--- config.mk ---
export PLATFORM = sky130hd
export DESIGN_NAME = p20_time_set_ctrl
export DESIGN_NICKNAME = d
export VERILOG_FILES = /design/src/rtl/p20_time_set_ctrl.sv
export SDC_FILE = /design/constraint.sdc
export NUM_CORES = 1
export LEC_CHECK = 0
export ABC_CLOCK_PERIOD_IN_PS = 5100
export BUFFER_PORTS_ARGS = -buffer_cell sky130_fd_sc_hd__buf_2
export CORE_MARGIN = 2
export CORE_UTILIZATION = 40
export DETAILED_ROUTE_END_ITERATION = 7
export GPL_TIMING_DRIVEN = 0
export PLACE_DENSITY = 0.65
export SLEW_MARGIN = 20
export SYNTH_ARGS = -nofsm -noshare
export SYNTH_HDL_FRONTEND = slang
export SYNTH_SLANG_ARGS = --single-unit
--- constraint.sdc ---
create_clock -name clk -period 5.1 [get_ports clk]
set_clock_uncertainty 0.05 [all_clocks]
set_input_delay 1.02 -clock clk [delete_from_list [all_inputs] [get_ports clk]]
set_output_delay 1.02 -clock clk [all_outputs]
set_load 0.005 [all_outputs]
--- src/rtl/p20_time_set_ctrl.sv ---
// p20_time_set_ctrl: 24h clock set by two debounced buttons; TIME_SET_AUTOREPEAT_EN adds hold-to-repeat
module p20_time_set_ctrl #(
  parameter int TICK_DIV          = 25175000,
  parameter int DEBOUNCE_CYC      = 65536,
  parameter int REPEAT_DELAY_CYC  = 12587500,
  parameter int REPEAT_PERIOD_CYC = 3146875
) (
  input  logic       clk,
  input  logic       rst,
  input  logic       hour_btn,
  input  logic       minute_btn,
  output logic [4:0] hours,
  output logic [5:0] minutes,
  output logic [5:0] seconds,
  output logic       sec_tick,
  output logic       setting
);
  localparam int PW = $clog2(TICK_DIV + 1);
  localparam int DW = $clog2(DEBOUNCE_CYC + 1);
  // buttons are indexed [1]=hour, [0]=minute; pending flags are {hour, minute, tick}
  logic [1:0] s1_q, s1_d, s2_q, s2_d, db_q, db_d, dbp_q, dbp_d, rise, rep;
  logic [DW-1:0] dcnt_q [2];
  logic [DW-1:0] dcnt_d [2];
  logic [2:0] pend_q, pend_d, grant;
  logic [PW-1:0] presc_q, presc_d;
  logic [4:0] hours_q, hours_d;
  logic [5:0] minutes_q, minutes_d, seconds_q, seconds_d;
  logic tick_q, tick_d, wrap, s_wrap, m_wrap, h_wrap;
  // synchronize, debounce and detect the press edge of both buttons
  always_comb begin
    s1_d = {hour_btn, minute_btn};
    s2_d = s1_q;
    dbp_d = db_q;
    rise = db_q & ~dbp_q;
    for (int i = 0; i < 2; i++) begin
      dcnt_d[i] = (s2_q[i] == db_q[i] || dcnt_q[i] == DW'(DEBOUNCE_CYC - 1)) ? '0 : dcnt_q[i] + 1'b1;
      db_d[i] = (s2_q[i] != db_q[i] && dcnt_q[i] == DW'(DEBOUNCE_CYC - 1)) ? s2_q[i] : db_q[i];
    end
  end
  // grant one pending source per cycle (tick > minute > hour) and apply its update
  always_comb begin
    grant = pend_q[0] ? 3'b001 : pend_q[1] ? 3'b010 : pend_q[2] ? 3'b100 : 3'b000;
    wrap = presc_q == PW'(TICK_DIV - 1);
    s_wrap = seconds_q == 6'd59;
    m_wrap = minutes_q == 6'd59;
    h_wrap = hours_q == 5'd23;
    presc_d = (grant[1] || wrap) ? '0 : presc_q + 1'b1;
    pend_d = (pend_q & ~grant) | {rise | rep, wrap};
    seconds_d = grant[0] ? (s_wrap ? '0 : seconds_q + 6'd1) : grant[1] ? '0 : seconds_q;
    minutes_d = (grant[1] || (grant[0] && s_wrap)) ? (m_wrap ? '0 : minutes_q + 6'd1) : minutes_q;
    hours_d = (grant[2] || (grant[0] && s_wrap && m_wrap)) ? (h_wrap ? '0 : hours_q + 5'd1) : hours_q;
    tick_d = grant[0];
  end
  // state registers, all cleared by synchronous reset
  always_ff @(posedge clk) begin
    if (rst) begin
      s1_q <= '0;
      s2_q <= '0;
      db_q <= '0;
      dbp_q <= '0;
      dcnt_q <= '{default: '0};
      pend_q <= '0;
      presc_q <= '0;
      hours_q <= '0;
      minutes_q <= '0;
      seconds_q <= '0;
      tick_q <= 1'b0;
    end else begin
      s1_q <= s1_d;
      s2_q <= s2_d;
      db_q <= db_d;
      dbp_q <= dbp_d;
      dcnt_q <= dcnt_d;
      pend_q <= pend_d;
      presc_q <= presc_d;
      hours_q <= hours_d;
      minutes_q <= minutes_d;
      seconds_q <= seconds_d;
      tick_q <= tick_d;
    end
  end
`ifdef TIME_SET_AUTOREPEAT_EN
  localparam int RMAX = REPEAT_DELAY_CYC > REPEAT_PERIOD_CYC ? REPEAT_DELAY_CYC : REPEAT_PERIOD_CYC;
  localparam int RW = $clog2(RMAX + 1);
  logic [RW-1:0] rcnt_q [2];
  logic [RW-1:0] rcnt_d [2];
  logic [1:0] first_q, first_d;
  // while held, re-request after the initial delay and then every period
  always_comb begin
    for (int i = 0; i < 2; i++) begin
      rep[i] = db_q[i] & ~rise[i] & (rcnt_q[i] == (first_q[i] ? RW'(REPEAT_DELAY_CYC - 1) : RW'(REPEAT_PERIOD_CYC - 1)));
      rcnt_d[i] = (rise[i] || rep[i]) ? '0 : db_q[i] ? rcnt_q[i] + 1'b1 : rcnt_q[i];
      first_d[i] = rise[i] | (first_q[i] & ~rep[i]);
    end
  end
  // repeat counter registers
  always_ff @(posedge clk) begin
    if (rst) begin
      rcnt_q <= '{default: '0};
      first_q <= '0;
    end else begin
      rcnt_q <= rcnt_d;
      first_q <= first_d;
    end
  end
`else
  assign rep = '0;
`endif
  assign hours = hours_q;
  assign minutes = minutes_q;
  assign seconds = seconds_q;
  assign sec_tick = tick_q;
  assign setting = |db_q;
endmodule

==> key figures <==
Outcome
  – Run status: finished, final reports clean

Finish
  – FF+latch area: 1762 sq um
  – Number of antenna repair diodes: 0
  – Final net count: between 400 and 500
  – Fill count: 974
  – Layout area overhead: 12.34%
  – Layout cell share with drive strength beyond 1: 0.1158
  – Non-Filler Instances: 608
  – Area of the multi-input gates: 2002 sq um

Synthesis
  – Post-Syn Area: approximately 4000 sq um
  – Synth cell types: 53
  – Synth async-reset ratio: 0
  – Yosys warnings: 0
  – Synthesized instance count: 437
  – Top_reg_cell synth: dfxtp_1
  – Seq/Total Area, Yosys: 0.4513
  – Mapped Nets: around 450
  – Yosys reg bits: 88
  – Syn avg cell area: 8.933 sq um
  – Number of enable flip-flop cells after synthesis: 0

Clock tree
  – Clk_lat worst skew: roughly 0.36 ns
  – Clk slew on worst S/H paths: 0.09 ns
  – TritonCTS clock tree: yes
  – Root Buffer: clkbuf_8
  – Post-CTS sizing: 0
  – Post-CTS setup buffers: 0
  – CTS Buffer Depth: 2
  – TritonCTS buffer count: 9
  – H-tree levels: 3
  – Hold_buf cts: 0
  – # clock sinks: 88

Power and ir drop
  – Pleak: 1.491 nW
  – Pwr/cell area: 276.6 nW/um^2
  – Peak VDD IR: 0.1596 mV

Drt
  – Final WL: 7.862 mm
  – Initial DRC Count: 107
  – Via density: between 5 and 6
  – DRT antenna net count: 0
  – DR DRC count: 0
  – Drt first pass iters: 5
  – DR vias: 3246
  – WL/cell: 12.93 microns

Floorplan
  – Core region area: just under 10000 sq um
  – Initial Util: 0.4050
  – Die W: 102.8 microns
  – Io pins: 23
  – Die area: 10570 sq um
  – Row Count: 36
  – Die height: 102.8 microns

Worst hold path
  – Hold Path Class: reg2reg

Global route
  – Vias in the first global route: about 3000
  – Grt ovf: 0
  – Largest net degree at the start of global routing: 16
  – Total track usage: 0.1597
  – First-pass GRT wire length: around 14 mm
  – Initial antenna violation count: 0

Placed design
  – Post-DP HPWL: 5.467 mm
  – Post-Place Cells: 592
  – RD Place Congestion: 0.8361
  – IO buf count: 22

Setup path
  – Critical Path RT: 5.28 ns
  – Startpoint Class: register
  – Crit path DAT: 2.75 ns
  – Critical Path End Type: register
  – Critical path peak fanout: 10
  – WS Path Type: reg2reg

Timing
  – Setup Viol. Count Final: 0
  – Fin crit share: 0.5042
  – Actual slew at the worst max-slew pin: around 0.53 ns
  – Final Hold Fails: 0
  – Setup tns final: 0 ns
  – Peak Freq: 388.9 MHz
  – Fin crit period: 2.571 ns
  – RSZ-0062 raised after global routing: false
  – Slew Limit Fails: 0
  – Slew headroom: 0.6452

Job
  – Max Cap Viol: 0
[path summary, 6_finish.rpt]
check             depth (start not counted)  slack (ns)        end       from
hold / removal                            1        0.39    s2_q[1]    s1_q[1]
setup / recovery                          8        2.53  dcnt_q[4]  dcnt_q[0]
setup reg to reg                          8        2.53  dcnt_q[4]  dcnt_q[0]
hold reg to reg                           1        0.39    s2_q[1]    s1_q[1]
[sequential cells by signal, indices dropped and copies added (netlist names)]
register and count:
minutes 6, db_q 2, pend_q 3, hours 5
s2_q 2, dbp_q 2, s1_q 2, dcnt_q 34
seconds 6, sec_tick 1, presc_q 25
[layout by cell type, fill, tap and decap left out, drive strengths merged, types with 2 or more instances in the layout]
cell      count
dfxtp        88
nor2         52
buf          31
nand3        29
a21oi        28
xor2         26
nand2        24
nand4        19
clkbuf       19
o21ai        14
or3          13
inv          13
xnor2        11
or4          10
nor2b         9
o31ai         9
and4          8
and3          8
nor3          8
ha            8
mux2i         6
and2          5
nor4          4
a41oi         3
a311oi        3
nand3b        2
clkinvlp      2
or2           2
clkinv        2
[stage by stage]
stage                     area, sq um  setup WS, ns  hold WS, ns  utilization   power, W
after floorplan                  3904         2.964       0.3629            -  0.0007249
after global placement           4180         2.429       0.3686       0.4337  0.0007321
after detailed placement         4180         2.395       0.3704       0.4337  0.0007327
after CTS                        4385         2.514       0.3897       0.4550   0.001229
after global routing             4385         2.248       0.4135       0.4550   0.001262
final                            4385         2.529       0.3891       0.4550   0.001213
[synthesized netlist by cell type (9+ instances only)]
cell | instances | area [sq um]
inv_1 | 12 | 45.04
dfxtp_1 | 88 | 1762
xnor2_1 | 11 | 96.34
nand4_1 | 18 | 112.6
nor2b_1 | 9 | 56.30
nand2_1 | 23 | 86.33
xor2_1 | 26 | 227.7
o31ai_1 | 9 | 67.56
nor2_1 | 52 | 195.2
or4_1 | 10 | 75.07
a21oi_1 | 27 | 135.1
nand3_1 | 28 | 140.1
o21ai_0 | 14 | 70.07
or3_1 | 13 | 81.33
[area by class of cell]
| cell class | count | share of cell area |
|---|---|---|
| flip-flops and latches | 88 | 0.4017 |
| plain buffers | 18 | 0.02168 |
| repair buffers | 22 | 0.02511 |
| inverters | 12 | 0.01027 |
| clock buffers | 10 | 0.03138 |
| well taps | 133 | 0.03795 |
| clock inverters | 6 | 0.01541 |
| multi-input cells | 319 | 0.4565 |
[metal layers]
layer / global-route usage / up-vias / share of wire
li1: - / 1631 / -
met1: 0.2062 / 1561 / 0.49
met2: 0.2619 / 48 / 0.47
met3: 0.04339 / 6 / 0.031
met4: 0.04960 / 0 / 0.0075
met5: 0 / - / 0
[cells by family after synthesis]
group	synth area share
compound gates	0.1090
xor+xnor	0.08301
fa+ha+maj	0.02564
buf+inv	0.03589
flops	0.4513
mux	0.01827
simple gates	0.2769
[power by group]
group          internal [W]  switching (W)
sequential         0.000690     0.00000281
clock              0.000242       0.000255
combinational    0.00000721      0.0000157
[worst max-delay path, cell delays in order, from the launching register on]
cell	delay [ns]
dfxtp_1	0.41
ha_1	0.31
nand3_1	0.20
nor4_1	0.31
ha_1	0.26
or3_1	0.12
clkbuf_1	0.26
clkbuf_1	0.42
nor2_1	0.10
Note: power is estimated with default switching activity, not from simulation.
